[config.mk]
export PLATFORM = sky130hd
export DESIGN_NAME = reg_scoreboard
export DESIGN_NICKNAME = d
export VERILOG_FILES = /design/src/rtl/reg_scoreboard_pkg.sv /design/src/rtl/reg_scoreboard_cnt_cell.sv /design/src/rtl/reg_scoreboard.sv
export SDC_FILE = /design/constraint.sdc
export NUM_CORES = 1
export LEC_CHECK = 0
export ABC_CLOCK_PERIOD_IN_PS = 2620
export BUFFER_PORTS_ARGS = -buffer_cell sky130_fd_sc_hd__clkbuf_2
export CELL_PAD_IN_SITES_DETAIL_PLACEMENT = 1
export CELL_PAD_IN_SITES_GLOBAL_PLACEMENT = 2
export CORE_UTILIZATION = 25
export CTS_BUF_LIST = sky130_fd_sc_hd__clkbuf_8
export CTS_CLUSTER_DIAMETER = 60
export DETAILED_ROUTE_END_ITERATION = 12
export PLACE_DENSITY_LB_ADDON = 0.05
export SYNTH_ARGS = -nofsm -noshare
export SYNTH_HDL_FRONTEND = slang
export SYNTH_SLANG_ARGS = --single-unit
[constraint.sdc]
create_clock -name clk -period 2.62 [get_ports clk]
set_input_delay 0.131 -clock clk [delete_from_list [all_inputs] [get_ports clk]]
set_output_delay 0.131 -clock clk [all_outputs]
set_load 0.005 [all_outputs]
[src/rtl/reg_scoreboard_pkg.sv]
// Shared sizing constants and the saturating up/down counter rule for the
// register write scoreboard.
package reg_scoreboard_pkg;

    localparam int NREG       = 32;
    localparam int CNT_W      = 2;
    localparam int REG_ADDR_W = 5;

    localparam logic [CNT_W-1:0] CNT_ZERO = {CNT_W{1'b0}};
    localparam logic [CNT_W-1:0] CNT_ONE  = {{(CNT_W-1){1'b0}}, 1'b1};
    localparam logic [CNT_W-1:0] CNT_MAX  = {CNT_W{1'b1}};

    typedef struct packed {
        logic [CNT_W-1:0] cnt;
        logic             err;
    } sat_res_t;

    // Simultaneous up and down cancel; stepping past either end holds and flags.
    function automatic sat_res_t sat_step(input logic [CNT_W-1:0] cnt,
                                          input logic up, input logic down);
        sat_res_t res;
        res.cnt = cnt;
        res.err = 1'b0;
        case ({up, down})
            2'b10: begin
                if (cnt == CNT_MAX) res.err = 1'b1;
                else                res.cnt = cnt + CNT_ONE;
            end
            2'b01: begin
                if (cnt == CNT_ZERO) res.err = 1'b1;
                else                 res.cnt = cnt - CNT_ONE;
            end
            default: res.err = 1'b0;
        endcase
        return res;
    endfunction

endpackage

[src/rtl/reg_scoreboard_cnt_cell.sv]
// One architectural register's outstanding-write and late-write counters,
// with a single-cycle error pulse on overflow, underflow or invariant breach.
module sb_cnt_cell
    import reg_scoreboard_pkg::*;
(
    input  logic             clk,
    input  logic             rst_n,
    input  logic             clear,
    input  logic             inc,
    input  logic             dec,
    input  logic             late_inc,
    input  logic             late_dec,
    output logic [CNT_W-1:0] pend_cnt,
    output logic [CNT_W-1:0] late_cnt,
    output logic             err
);

    logic [CNT_W-1:0] pend_cnt_r;
    logic [CNT_W-1:0] late_cnt_r;
    sat_res_t         pend_res_s;
    sat_res_t         late_res_s;

    assign pend_res_s = sat_step(pend_cnt_r, inc, dec);
    assign late_res_s = sat_step(late_cnt_r, late_inc, late_dec);

    // A retire must never leave more late writes than writes still pending.
    assign err = pend_res_s.err | late_res_s.err
               | (dec & (late_res_s.cnt > pend_res_s.cnt));

    assign pend_cnt = pend_cnt_r;
    assign late_cnt = late_cnt_r;

    // Counter state update; clear overrides all events.
    always_ff @(posedge clk or negedge rst_n) begin
        if (!rst_n) begin
            pend_cnt_r <= CNT_ZERO;
            late_cnt_r <= CNT_ZERO;
        end else if (clear) begin
            pend_cnt_r <= CNT_ZERO;
            late_cnt_r <= CNT_ZERO;
        end else begin
            pend_cnt_r <= pend_res_s.cnt;
            late_cnt_r <= late_res_s.cnt;
        end
    end

endmodule

[src/rtl/reg_scoreboard.sv]
// Tracks in-flight register writes from issue to retirement and stalls ID
// when a source operand waits on a result that cannot yet be forwarded.
module reg_scoreboard
    import reg_scoreboard_pkg::*;
(
    input  logic                  clk,
    input  logic                  rst_n,
    input  logic                  issue_valid_i,
    input  logic                  issue_we_i,
    input  logic [REG_ADDR_W-1:0] issue_waddr_i,
    input  logic                  issue_late_i,
    input  logic                  ready_valid_i,
    input  logic [REG_ADDR_W-1:0] ready_waddr_i,
    input  logic                  retire_valid_i,
    input  logic [REG_ADDR_W-1:0] retire_waddr_i,
    input  logic                  flush_i,
    input  logic [REG_ADDR_W-1:0] id_reg1_raddr_i,
    input  logic                  id_reg1_re_i,
    input  logic [REG_ADDR_W-1:0] id_reg2_raddr_i,
    input  logic                  id_reg2_re_i,
    output logic                  sb_stall_o,
    output logic                  sb_busy_o,
    output logic                  sb_err_o
);

    logic             issue_hit_s;
    logic             ready_hit_s;
    logic             retire_hit_s;
    logic [NREG-1:0]  pend_nz_s;
    logic [NREG-1:0]  late_nz_s;
    logic [NREG-1:0]  cell_err_s;
    logic             err_r;

    // Flush discards every event in its cycle, so cells only see clear.
    assign issue_hit_s  = issue_valid_i & issue_we_i & ~flush_i;
    assign ready_hit_s  = ready_valid_i & ~flush_i;
    assign retire_hit_s = retire_valid_i & ~flush_i;

    assign pend_nz_s[0]  = 1'b0;
    assign late_nz_s[0]  = 1'b0;
    assign cell_err_s[0] = 1'b0;

    for (genvar r = 1; r < NREG; r++) begin : g_cell
        localparam logic [REG_ADDR_W-1:0] ADDR = REG_ADDR_W'(r);
        logic [CNT_W-1:0] pend_cnt_s;
        logic [CNT_W-1:0] late_cnt_s;

        sb_cnt_cell u_cell (
            .clk      (clk),
            .rst_n    (rst_n),
            .clear    (flush_i),
            .inc      (issue_hit_s & (issue_waddr_i == ADDR)),
            .dec      (retire_hit_s & (retire_waddr_i == ADDR)),
            .late_inc (issue_hit_s & issue_late_i & (issue_waddr_i == ADDR)),
            .late_dec (ready_hit_s & (ready_waddr_i == ADDR)),
            .pend_cnt (pend_cnt_s),
            .late_cnt (late_cnt_s),
            .err      (cell_err_s[r])
        );

        assign pend_nz_s[r] = |pend_cnt_s;
        assign late_nz_s[r] = |late_cnt_s;
    end

    assign sb_stall_o = (id_reg1_re_i & (id_reg1_raddr_i != '0) & late_nz_s[id_reg1_raddr_i])
                      | (id_reg2_re_i & (id_reg2_raddr_i != '0) & late_nz_s[id_reg2_raddr_i]);
    assign sb_busy_o  = |pend_nz_s;
    assign sb_err_o   = err_r;

    // Sticky protocol error; only reset clears it.
    always_ff @(posedge clk or negedge rst_n) begin
        if (!rst_n) err_r <= 1'b0;
        else        err_r <= err_r | (|cell_err_s);
    end

endmodule
# [Word level (Yosys, flattened, before mapping)]
# Cells that the tools add are included.
[op_classes] mul=0 addsub=124 mux=438 shifts=0 magnitude_cmp=33 reduce_logical=97 bitwise_logic=229 div_mod_pow=0 n_eq_ne=279
[ops] operator="$mux W2" n=186
[ops] operator="$eq A2 B2 Y1 const B" n=124
[ops] operator="$pmux W2 S2" n=62
[ops] operator="$eq A5 B5 Y1 const B" n=48
[ops] operator="$and A1 B1 Y1" n=164
[ops] operator="$mux W1" n=126
[ops] operator="$add A2 B1 Y2 const B" n=62
[ops] operator="$eq A2 B1 Y1 const B" n=62
[ops] operator="$logic_not A2 Y1" n=62
[ops] operator="$pmux W1 S2" n=62
[ops] operator="$sub A2 B1 Y2 const B" n=62
[ops] operator="$eq A5 B4 Y1 const B" n=24
[ops] operator="$or A1 B1 Y1" n=64
[ops] operator="$gt A2 B2 Y1" n=31
[ops] operator="$reduce_or A2 Y1" n=31
[ops] operator="$reduce_or A62 Y1" n=1
[ops] operator="$eq A5 B3 Y1 const B" n=12
[ops] operator="$reduce_or A31 Y1" n=1
[ops] operator="$eq A5 B2 Y1 const B" n=6
[ops] operator="$eq A5 B1 Y1 const B" n=3
[ops] operator="$lt A5 B6 Y1 const B" n=2
[ops] operator="$bmux W1 S5" n=2
[ops] operator="$reduce_bool A5 Y1" n=2
[ops] operator="$not A1 Y1" n=1
[totals] latchBits=0 reg_bits=125 ramBits=0 elab_cells=1263 memories=0 mem_bits_ro=0 output_inout_bits=3

# [Logic depth before layout (Yosys ltp)]
# Gate-level depths: netlist (run 1).
[logic_depth] depth_word=11 depth_mapped=19 mapped_depth_nobuf=19

# [Cells and area by module]
# A second synthesis (run 1) with hierarchy kept.
[hier_totals] hier_cells=1787 area_unflattened_um2=13490.4
[modules_own_cells] mod="sb_cnt_cell" area_each_um2=374.1 cells_per_inst=46 instances=31 seq_area_each_um2=100.1
[modules_own_cells] mod="reg_scoreboard" area_each_um2=1893.1 cells_per_inst=361 instances=1 seq_area_each_um2=25.0

# [Worst setup path after synthesis (run 1)]
# Ideal clock, no wire load.
[synth_timing] kind="input to register" startpoint="in flush_i" endpoint="reg err_r, in the netlist sb_err_o" arrival_time_ns=3.545 n_path_buf=1 path_slack_ns=-1.063 path_stages=17 t_required_ns=2.481 setup_time_ns=0.139 cell_sequence="clkbuf_1 nor2_1 nand2_1 nor3_1 and3_1 inv_1 ha_1 nor2_1 a22o_1 a221oi_1 ha_1 inv_1 a21oi_1 a21oi_1 a22o_1 or4_1 or4_1"
[synth_via] elab_chain_len=11
[synth_rtl] element="start, declared" line="reg_scoreboard.sv:16" source="input logic flush_i,"
[synth_rtl] element="$not A1 Y1 (*)" line="reg_scoreboard.sv:35, reg_scoreboard.sv:36, reg_scoreboard.sv:37"
[synth_rtl] element="$and A1 B1 Y1" line="reg_scoreboard.sv:35" source="assign issue_hit_s = issue_valid_i & issue_we_i & ~flush_i;"
[synth_rtl] element="$and A1 B1 Y1 (2 in series)" line="reg_scoreboard.sv:54" source=".late_inc (issue_hit_s & issue_late_i & (issue_waddr_i == ADDR)),"
[synth_rtl] element="$eq A2 B1 Y1 / $eq A2 B2 Y1 (equally long branches)" line="reg_scoreboard_pkg.sv:24" source="case ({up, down})"
[synth_rtl] element="$pmux W2 S2" line="reg_scoreboard_pkg.sv:24"
[synth_rtl] element="$gt A2 B2 Y1" line="reg_scoreboard_cnt_cell.sv:28" source="| (dec & (late_res_s.cnt > pend_res_s.cnt));"
[synth_rtl] element="$and A1 B1 Y1" line="reg_scoreboard_cnt_cell.sv:28"
[synth_rtl] element="$or A1 B1 Y1" line="reg_scoreboard_cnt_cell.sv:28"
[synth_rtl] element="$reduce_or A31 Y1 (*)" line="reg_scoreboard.sv:73" source="else err_r <= err_r | (|cell_err_s);"
[synth_rtl] element="$or A1 B1 Y1 (*)" line="reg_scoreboard.sv:73"
[synth_rtl] element="end signal, assigned" line="reg_scoreboard.sv:73"
[synth_rtl] element="end, declared" line="reg_scoreboard.sv:32" source="logic err_r;"
# Every way passes the cells marked *; elsewhere a longest branch is shown, timed or not.

# [Worst setup path after layout (run 1)]
[layout_timing] startpoint="in issue_valid_i" endpoint="reg err_r, in the netlist sb_err_o"
[layout_via] elab_chain_len=11
[layout_rtl] element="start, declared" line="reg_scoreboard.sv:8" source="input logic issue_valid_i,"
[layout_rtl] element="$and A1 B1 Y1 (*) (2 in series)" line="reg_scoreboard.sv:35"
[layout_rtl] element="$and A1 B1 Y1 (2 in series)" line="reg_scoreboard.sv:54"
[layout_rtl] element="$eq A2 B1 Y1 / $eq A2 B2 Y1 (equally long branches)" line="reg_scoreboard_pkg.sv:24"
[layout_rtl] element="$pmux W2 S2" line="reg_scoreboard_pkg.sv:24"
[layout_rtl] element="$gt A2 B2 Y1" line="reg_scoreboard_cnt_cell.sv:28"
[layout_rtl] element="$and A1 B1 Y1" line="reg_scoreboard_cnt_cell.sv:28"
[layout_rtl] element="$or A1 B1 Y1" line="reg_scoreboard_cnt_cell.sv:28"
[layout_rtl] element="$reduce_or A31 Y1 (*)" line="reg_scoreboard.sv:73"
[layout_rtl] element="$or A1 B1 Y1 (*)" line="reg_scoreboard.sv:73"
# Marks and branches as above.

==> flow_metrics.py, run 1 <==
metrics = {
    "outcome": {
        "status": "finished, violations left",
        "violations": "setup timing",
    },
    "cts": {
        "clkTransAtPathRegs_ps": 90,
        "clk_latency_ps": 580,
        "cts_max_level": 4,
        "clk_path_buf_depth": 2,
        "cts_sinks": 125,
        "clk_root_buffer_cell": "clkbuf_8",
        "numCtsBuffers": 17,
        "cts_tree": "yes",
    },
    "critical_path": {
        "r2r_slack_ps": -260,
        "r2r_cells": 13,
        "startpoint_type": "input port",
        "path_cells": "clkbuf_2, nand2_2, buf_6, nor2_4, nand2_4, buf_6, nor2_4, and3_1, inv_1, ha_1, o21ai_0, nand2_1, ha_1, nor2b_1, o21ai_1, buf_4, o22ai_1, a2111oi_4, nand3_1, or4_4",
        "crit_buf_inv": 5,
        "max_stage_delay_ps": 440,
        "crit_type": "input port to flip-flop",
        "path_delay_family": "simple AND/OR/NAND/NOR gates",
        "cp_data_required_time_ps": 3060,
        "crit_slowest_cell": "a2111oi_4",
        "r2r-end": "sb_err_o",
        "worstReg2RegStart": "g_cell[19].u_cell.late_cnt[0]",
        "cp_max_fo": 6,
        "cp-end-kind": "flip-flop",
        "worstPathArrival_ps": 3650,
    },
    "worst_hold_path": {
        "min_path_type": "input port to flip-flop",
        "min_from": "flush_i",
        "hold_end": "g_cell[21].u_cell.pend_cnt[0]",
        "hold_depth": 4,
    },
    "logic_synthesis": {
        "ys_top_cells_by_area": "dfrtp_1, ha_1, a21oi_1",
        "async_flop_share": 1.00,
        "post-synth-top-count-cell": "nand2_1",
        "synth_commonest_cells": "nand2_1, nor2_1, inv_1",
        "yosysWarnings": 0,
        "syn_avg_cell_area_um2": 7.44,
        "yosysTopAreaCell": "dfrtp_1",
        "synth.net_count": 1991,
        "synth_seq_cells": 125,
        "ys.flop_type": "dfrtp_1",
        "synthesis.area_um2": 13200,
        "yosys.area.top_type_share": 0.237,
        "synthDistinctLibCells": 60,
        "ys_seq_area_frac": 0.237,
        "syn_inst": 1770,
        "synth_edf_count": 0,
    },
    "detailed_routing": {
        "detail_route.wl_per_cell_um": 21.9,
        "antenna_left": 0,
        "routed_wl_mm": 67.4,
        "via_per_inst": 5.01,
        "first_pass_iters": 5,
        "drt_iter0_markers": 736,
        "drc": 0,
        "vias": 15400,
    },
    "timing": {
        "max_freq_mhz": 312,
        "layout_setup_ws_ps": -590,
        "worstMarginPinSlew_ps": 1230,
        "fin_crit_sh": 1.23,
        "finalHoldViolations": 0,
        "slew_headroom": 0.166,
        "finalSetupViolCount": 2,
        "finalMaxSlewViolations": 0,
        "finalCriticalPeriod_ps": 3210,
        "skew_ps": 16.6,
        "rsz0062_at_grt": "yes",
        "whs_ps": 78.8,
    },
    "power": {
        "ir_worst_vdd_uv": 379,
        "leakagePower_nw": 9.80,
        "power_density_nw_per_um2": 220,
        "power_w": 0.00452,
    },
    "finish": {
        "nNetsFinal": 2602,
        "multiInputGateArea_um2": 10500,
        "regArea_um2": 3140,
        "drive_gt1_frac": 0.389,
        "instances_no_fill": 3072,
        "n_fill_cell": 6241,
        "antenna_cells": 0,
        "area_delta_synth_final_pct": 56.4,
    },
    "global_routing": {
        "grt-ovfl-total": 0,
        "grt_pass1_vias": 16000,
        "gr-usage-all-layers": 0.257,
        "grt_pass1_wl_mm": 100,
        "antenna_found_initial": 0,
        "grt_max_degree": 61,
    },
    "floorplanning": {
        "die_area_um2": 53600,
        "die_y_um": 232,
        "io_pins": 38,
        "rows": 83,
        "fp.dieW_um": 232,
        "initial_core_util": 0.255,
        "fp.coreArea_um2": 51700,
    },
    "run": {
        "cap_viol_max_count": 0,
    },
    "placed_design": {
        "place_congestion": 0.928,
        "dp_cells": 3000,
        "portBuffers": 37,
        "place_ws_ps": -2220,
        "hpwl_mm": 54.7,
    },
}
-- per-layer routing --
layer / global-route usage / part of all wire / up-vias
met5: 0 / 0 / -
met3: 0.0348 / 0.026 / 61
met2: 0.439 / 0.48 / 194
met4: 0.0789 / 0.026 / 0
met1: 0.332 / 0.47 / 7661
li1: - / - / 7473
-- how the worst max path moves through the flow --
stage | from | slack (ps) | depth (start not counted) | to
final | issue_valid_i | -590 | 20 | sb_err_o
after global routing | issue_we_i | -760 | 21 | sb_err_o
after CTS | issue_valid_i | -510 | 22 | sb_err_o
after detailed placement | flush_i | -2220 | 18 | sb_err_o
after global placement | flush_i | -2240 | 18 | sb_err_o
after floorplan | flush_i | -560 | 17 | sb_err_o
-- cell usage in the layout, fill, tap and decap left out, drive strengths merged, types with 3 or more instances in the layout --
cell	instances
a2111oi	7
a211oi	34
a21o	24
a21oi	179
a221o	5
a221oi	7
a22o	31
a31oi	44
and2	4
and3	22
and4b	18
buf	600
clkbuf	55
clkinv	3
dfrtp	125
ha	186
inv	204
mux4	7
nand2	229
nand2b	27
nand3	43
nand4	13
nand4b	10
nor2	198
nor2b	50
nor3	22
nor3b	15
nor4	30
nor4b	23
o2111ai	4
o21a	31
o21ai	84
o22ai	13
or3b	10
or4	6
-- flip-flops by register name, indices dropped and copies added, names as in the netlist --
signal and cells:
sb_err_o 1, g_cell.u_cell.late_cnt 62, g_cell.u_cell.pend_cnt 62
-- cell families (layout without fill, tap and decap cells) --
family          count (synthesis)  after routing  synth area share
mux                             9              9            0.0136
compound gates                476            476             0.223
buf+inv                       245            867            0.0713
flops                         125            125             0.237
fa+ha+maj                     186            186             0.177
simple gates                  729            729             0.278
-- per-stage QoR --
step	utilization	setup TNS, ps	cell area, µm²
CTS	0.392	-653	20300
global route	0.398	-970	20600
finish	0.398	-631	20600
floorplan	-	-562	13300
global placement	0.357	-3140	18500
detailed placement	0.357	-3110	18500
-- cell type report --
type / count / share of cell area
clock buffer: 21 / 0.0140
clock inverter: 9 / 0.00468
inverter: 202 / 0.0369
multi-input combinational: 1400 / 0.510
sequential: 125 / 0.152
tap: 680 / 0.0413
timing repair buffer: 635 / 0.241
-- where the power goes --
part           internal, W  switching (W)
combinational     0.000245       0.000402
sequential         0.00193      0.0000115
clock             0.000921        0.00101
-- repair_timing --
| action | CTS | global route |
|---|---|---|
| buffers inserted | 38 | 6 |
| endpoints found under the hold margin | 78 | 0 |
| gates resized for setup | 259 | 74 |
| hold buffers | 1 | 0 |
| gates cloned | 0 | 0 |
| setup endpoints to repair | 3 | 3 |
| pin swaps | 63 | 17 |
-- worst reg2reg max path, delay by kind of cell (launching register included) --
kind	cells	cell delay [ps]
DFF	1	400
AOI/OAI and AO/OA	4	660
adders and majority gates	1	140
and+or+nand+nor	4	990
buffers and inverters	4	560
No activity file was read; power rests on OpenSTA's default activity.
==> run 2, diff against run 1 <==
SYNTH_HIERARCHICAL = 1   (was unset)
==> run 2 against run 1 <==
Against the previous run:
- the run still ends with setup timing left
- critical path depth decreased by 3
- non-clock buffer count grew 24
- register-to-register slack improved by 20 ps
- fmax grew 1.3%
- cell count up 2.5%
- clock skew fell by 3.9 ps
- synthesized area increased by 2.4%
- clock-buffer cell count decreased by 1
- largest power group unchanged
==> flow_metrics.py, run 2 <==
metrics = {
    "cts": {
        "clk_path_buf_depth": 2,
        "clk_root_buffer_cell": "clkbuf_8",
        "cts_tree": "yes",
        "cts_max_level": 4,
        "numCtsBuffers": 17,
        "cts_sinks": 125,
        "clk_latency_ps": 570,
        "clkTransAtPathRegs_ps": 90,
    },
    "timing": {
        "finalMaxSlewViolations": 0,
        "rsz0062_at_grt": "yes",
        "finalHoldViolations": 0,
        "fin_crit_sh": 1.21,
        "worstMarginPinSlew_ps": 604,
        "slew_headroom": 0.597,
        "skew_ps": 12.6,
        "whs_ps": 67.1,
        "finalSetupViolCount": 3,
        "layout_setup_ws_ps": -550,
        "finalCriticalPeriod_ps": 3170,
        "max_freq_mhz": 315,
    },
    "logic_synthesis": {
        "yosys.area.top_type_share": 0.232,
        "ys_top_cells_by_area": "dfrtp_1, ha_1, nor2_1",
        "synth_edf_count": 0,
        "post-synth-top-count-cell": "nor2_1",
        "synth.net_count": 2008,
        "async_flop_share": 1.00,
        "synthDistinctLibCells": 42,
        "ys.flop_type": "dfrtp_1",
        "yosysWarnings": 6,
        "syn_inst": 1787,
        "synthesis.area_um2": 13500,
        "syn_avg_cell_area_um2": 7.55,
        "synth_commonest_cells": "nor2_1, ha_1, a21oi_1",
        "yosysTopAreaCell": "dfrtp_1",
        "ys_seq_area_frac": 0.232,
        "synth_seq_cells": 125,
    },
    "finish": {
        "drive_gt1_frac": 0.374,
        "final_cell_mix": "buf_4, nor2_1, a21oi_1, ha_1, nand2_1",
        "nNetsFinal": 2667,
        "final_common_cell": "buf_4",
        "instances_no_fill": 3148,
        "area_delta_synth_final_pct": 54.2,
    },
    "global_routing": {
        "grt_pass1_vias": 16100,
        "grt_max_degree": 46,
        "gr-usage-all-layers": 0.216,
        "antenna_found_initial": 3,
        "grt_pass1_wl_mm": 88.9,
        "grt-ovfl-total": 0,
    },
    "worst_hold_path": {
        "min_path_type": "input port to async pin",
    },
    "floorplanning": {
        "io_pins": 38,
        "fp.dieW_um": 234,
        "rows": 84,
        "fp.coreArea_um2": 53000,
        "initial_core_util": 0.255,
        "die_y_um": 234,
        "die_area_um2": 54900,
    },
    "power": {
        "power_w": 0.00438,
        "power_density_nw_per_um2": 211,
        "ir_worst_vdd_uv": 382,
        "leakagePower_nw": 8.85,
    },
    "detailed_routing": {
        "vias": 15300,
        "detail_route.wl_per_cell_um": 18.4,
        "antenna_left": 0,
        "drt_iter0_markers": 582,
        "routed_wl_mm": 57.8,
        "via_per_inst": 4.86,
        "first_pass_iters": 4,
        "drc": 0,
    },
    "critical_path": {
        "startpoint": "flush_i",
        "cp_max_fo": 5,
        "worstSetupEndpoint": "sb_err_o",
        "worstReg2RegStart": "g_cell[21].u_cell/late_cnt[1]",
        "r2r_slack_ps": -240,
        "path_cells": "buf_16, and3b_2, buf_6, nand3_4, buf_6, nor2_4, ha_4, buf_6, o21a_1, nor2_2, ha_1, nor2b_4, o211ai_1, o221ai_2, nor4_4, nand4_1, or2_4",
        "startpoint_type": "input port",
        "cp_data_required_time_ps": 3080,
        "crit_path_frequent_cell": "buf_6",
        "r2r-end": "sb_err_o",
        "r2r_cells": 12,
        "cp-end-kind": "flip-flop",
        "max_stage_delay_ps": 390,
        "crit_type": "input port to flip-flop",
        "worstPathArrival_ps": 3630,
        "crit_slowest_cell": "nor4_4",
    },
    "placed_design": {
        "portBuffers": 37,
        "place_congestion": 0.860,
        "dp_cells": 3088,
        "place_ws_ps": -2000,
        "hpwl_mm": 47.1,
    },
    "run": {
        "cap_viol_max_count": 0,
    },
    "outcome": {
        "status": "finished, violations left",
        "violations": "setup timing",
    },
}
[run 2: per-layer routing]
metal | global-route usage | vias to the layer above | share of wire
met2 | 0.355 | 119 | 0.46
met4 | 0.0720 | 4 | 0.023
li1 | - | 7658 | -
met3 | 0.0322 | 59 | 0.024
met5 | 0 | - | 0.00047
met1 | 0.289 | 7449 | 0.49
[run 2: cells by family (layout without fill, tap and decap cells)]
family | after synthesis | after routing | share of synthesized area
flip-flops | 125 | 125 | 0.232
AND/OR/NAND/NOR | 789 | 789 | 0.291
buffers and inverters | 144 | 816 | 0.0411
adder cells (fa/ha/maj) | 186 | 186 | 0.173
multiplexers | 7 | 7 | 0.0117
other | 0 | 1 | 0
AO/OA/AOI/OAI | 536 | 536 | 0.252
[run 2: final cells by class]
cell class	instances	area (µm²)
antenna	1	2.50
clock buffer	20	275
clock inverter	12	81.3
fill	6430	32200
inverter	125	472
multi-input combinational	1518	10900
sequential	125	3130
tap	688	861
timing repair buffer	659	5040
[run 2: power by group]
part           switching (W)  total [W]  internal, W
Combinational       0.000390   0.000639     0.000249
Clock               0.000992    0.00179     0.000797
Sequential         0.0000196    0.00195      0.00193
Total                0.00140    0.00438      0.00298
[run 2: critical path, delay by kind of cell]
family | cells | cell delay [ps]
AO/OA/AOI/OAI | 3 | 560
buffers and inverters | 4 | 560
AND/OR/NAND/NOR | 8 | 1890
adder cells (fa/ha/maj) | 2 | 480
[run 2: timing repair]
| item | 4_1_cts | 5_1_grt |
|---|---|---|
| setup buffers | 15 | 10 |
| hold buffers | 2 | 0 |
| pin swaps | 44 | 56 |
| cloned | 0 | 1 |
| gates resized for setup | 149 | 154 |
| endpoints found under the hold margin | 114 | 0 |
| setup endpoints to repair | 3 | 3 |
[run 2: through the flow]
| step | setup TNS [ps] | area (µm²) | utilization |
|---|---|---|---|
| after global placement | -1990 | 19000 | 0.358 |
| after floorplan | -396 | 13500 | - |
| after CTS | -950 | 20100 | 0.379 |
| final | -738 | 20800 | 0.393 |
| after global routing | -1090 | 20800 | 0.393 |
| after detailed placement | -2030 | 19000 | 0.358 |
[run 2: worst min-delay path by stage]
stage                     slack (ps)   from                            end  depth (start not counted)
after CTS                         30  rst_n  g_cell[27].u_cell/late_cnt[0]                          2
after floorplan                 -160  rst_n  g_cell[10].u_cell/late_cnt[0]                          0
after detailed placement         110  rst_n  g_cell[27].u_cell/late_cnt[0]                          1
after global routing              90  rst_n  g_cell[27].u_cell/late_cnt[0]                          2
final                             70  rst_n  g_cell[27].u_cell/late_cnt[0]                          2
after global placement           110  rst_n  g_cell[27].u_cell/late_cnt[0]                          1
==> run 3, diff against run 2 <==
CORE_UTILIZATION = 35   (was 25)
==> run 3 against run 2 <==
Against the previous run:
- critical endpoint unchanged
- final area is 3.4% higher
- the flow still finishes with violations (setup timing)
- worst setup slack improved by 34 ps
- cell count shrank 6.7%
- critical path type unchanged
- clock-buffer cell count unchanged
- combinational power grew 5.2%
- clock power shrank 8%
- global-route usage up 6.4 points
- clock skew is 2.3 ps higher
- sequential share of layout area shrank 0.50 points
- utilization grew 18 points
==> flow_metrics.py, run 3 (synthesized netlist as in run 2, its figures left out) <==
metrics = {
    "timing": {
        "slew_headroom": 0.566,
        "finalSetupViolCount": 1,
        "rsz0062_at_grt": "yes",
        "fin_crit_sh": 1.20,
        "worstMarginPinSlew_ps": 651,
        "layout_setup_ws_ps": -516,
        "finalMaxSlewViolations": 0,
        "finalCriticalPeriod_ps": 3140,
        "finalHoldViolations": 0,
        "max_freq_mhz": 319,
        "skew_ps": 15.0,
    },
    "global_routing": {
        "grt_pass1_vias": 15800,
        "grt_max_degree": 55,
        "gr-usage-all-layers": 0.281,
        "grt_pass1_wl_mm": 83.4,
        "grt-ovfl-total": 0,
        "antenna_found_initial": 2,
    },
    "placed_design": {
        "place_area_um2": 18300,
        "place_congestion": 0.861,
        "place_ws_ps": -1980,
        "portBuffers": 37,
        "hpwl_mm": 42.8,
    },
    "finish": {
        "utilization": 0.570,
        "final_common_cell": "buf_4",
        "drive_gt1_frac": 0.428,
        "final_cell_mix": "buf_4, a21oi_1, nor2_1, nand2_1",
        "area_delta_synth_final_pct": 59.5,
        "final_cell_area_um2": 21500,
        "nNetsFinal": 2637,
        "n_fill_cell": 4556,
    },
    "outcome": {
        "violations": "setup timing",
        "status": "finished, violations left",
    },
    "cts": {
        "clkTransAtPathRegs_ps": 80,
        "cts_max_level": 4,
        "clk_path_buf_depth": 2,
        "clk_root_buffer_cell": "clkbuf_8",
        "numCtsBuffers": 17,
        "cts_tree": "yes",
        "cts_sinks": 125,
        "clk_latency_ps": 580,
    },
    "critical_path": {
        "crit_type": "input port to flip-flop",
        "cp_data_required_time_ps": 3080,
        "cp-end-kind": "flip-flop",
        "worstPathArrival_ps": 3600,
        "r2r_cells": 12,
        "cp_max_fo": 5,
        "worstReg2RegStart": "g_cell[9].u_cell/late_cnt[1]",
        "r2r_slack_ps": -80,
        "r2r-end": "sb_err_o",
        "startpoint_type": "input port",
    },
    "floorplanning": {
        "die_y_um": 198,
        "io_pins": 38,
        "initial_core_util": 0.357,
        "fp.dieW_um": 198,
        "rows": 71,
        "die_area_um2": 39300,
        "fp.coreArea_um2": 37800,
    },
    "detailed_routing": {
        "drc": 0,
        "vias": 15800,
        "via_per_inst": 5.36,
        "detail_route.wl_per_cell_um": 19.9,
        "antenna_left": 0,
        "first_pass_iters": 5,
        "routed_wl_mm": 58.5,
        "drt_iter0_markers": 657,
    },
    "worst_hold_path": {
        "min_path_type": "input port to async pin",
    },
    "power": {
        "seqPwrFrac": 0.456,
        "comb_power_share": 0.158,
        "intPower_w": 0.00288,
        "power.switching_w": 0.00137,
        "power_density_nw_per_um2": 198,
        "ir_worst_vdd_uv": 397,
        "clockPowerShare": 0.386,
        "leakagePower_nw": 8.85,
        "p_sw_frac": 0.323,
    },
    "run": {
        "cap_viol_max_count": 0,
    },
}
run 3: area by class of cell:
cell class / instances / area [µm²] / share of cell area
multi-input combinational: 1518 / 12000 / 0.557
timing repair buffer: 629 / 4960 / 0.231
sequential: 125 / 3130 / 0.146
tap: 511 / 639 / 0.0297
inverter: 125 / 472 / 0.0219
clock buffer: 20 / 275 / 0.0128
clock inverter: 9 / 36.3 / 0.00169
antenna: 1 / 2.50 / 0.000116
run 3: stage by stage:
step / TNS (ps) / cells / power (W) / hold WS [ps]
global placement: -1900 / 2849 / 0.00249 / 153
global route: -810 / 2938 / 0.00439 / 156
finish: -516 / 2938 / 0.00425 / 114
CTS: -494 / 2901 / 0.00421 / 86.9
detailed placement: -1980 / 2849 / 0.00250 / 160
floorplan: -396 / 1787 / 0.00214 / -165
run 3: critical path, cell delays in order:
cell and delay, ps:
buf_12 130, nor3_4 240, buf_6 170, nand2_4 60, buf_12 130, buf_6 120, nor2_4 110, inv_2 60
ha_4 240, buf_4 140, o21a_1 210, nor2_2 160, ha_4 220, nor2b_1 130, o211ai_1 230, o221ai_1 170
nor4_2 290, buf_4 180, nand4_1 170, or2_4 280
run 3: power groups by stage:
stage | combinational (W) | sequential (W) | clock (W)
2_1_floorplan | 0.000169 | 0.00197 | 0
3_3_place_gp | 0.000518 | 0.00198 | 0
3_5_place_dp | 0.000528 | 0.00198 | 0
4_1_cts | 0.000570 | 0.00194 | 0.00171
5_1_grt | 0.000707 | 0.00194 | 0.00175
6_report | 0.000672 | 0.00194 | 0.00164
run 3: per-layer routing:
metal  global-route usage  part of all wire  vias up
met1                0.356              0.45     7803
li1                     -                 -     7611
met2                0.476              0.49      239
met4                0.115             0.035        0
met5                    0                 0        -
met3               0.0392             0.030       97
run 3: worst max-delay path by stage:
stage                startpoint       end  slack, ps  depth (start not counted)
2_1_floorplan     issue_valid_i  sb_err_o       -400                         16
3_3_place_gp   issue_waddr_i[1]  sb_err_o      -1900                         19
3_5_place_dp      issue_valid_i  sb_err_o      -1980                         19
4_1_cts              issue_we_i  sb_err_o       -480                         20
5_1_grt              issue_we_i  sb_err_o       -670                         21
6_report                flush_i  sb_err_o       -520                         20
run 3: timing repair:
action,CTS,global route
setup endpoints to repair,3,3
hold buffers,2,0
endpoints found under the hold margin,53,0
buffers inserted,21,37
resized for setup,130,400
pin swaps,43,157
cloned,0,1
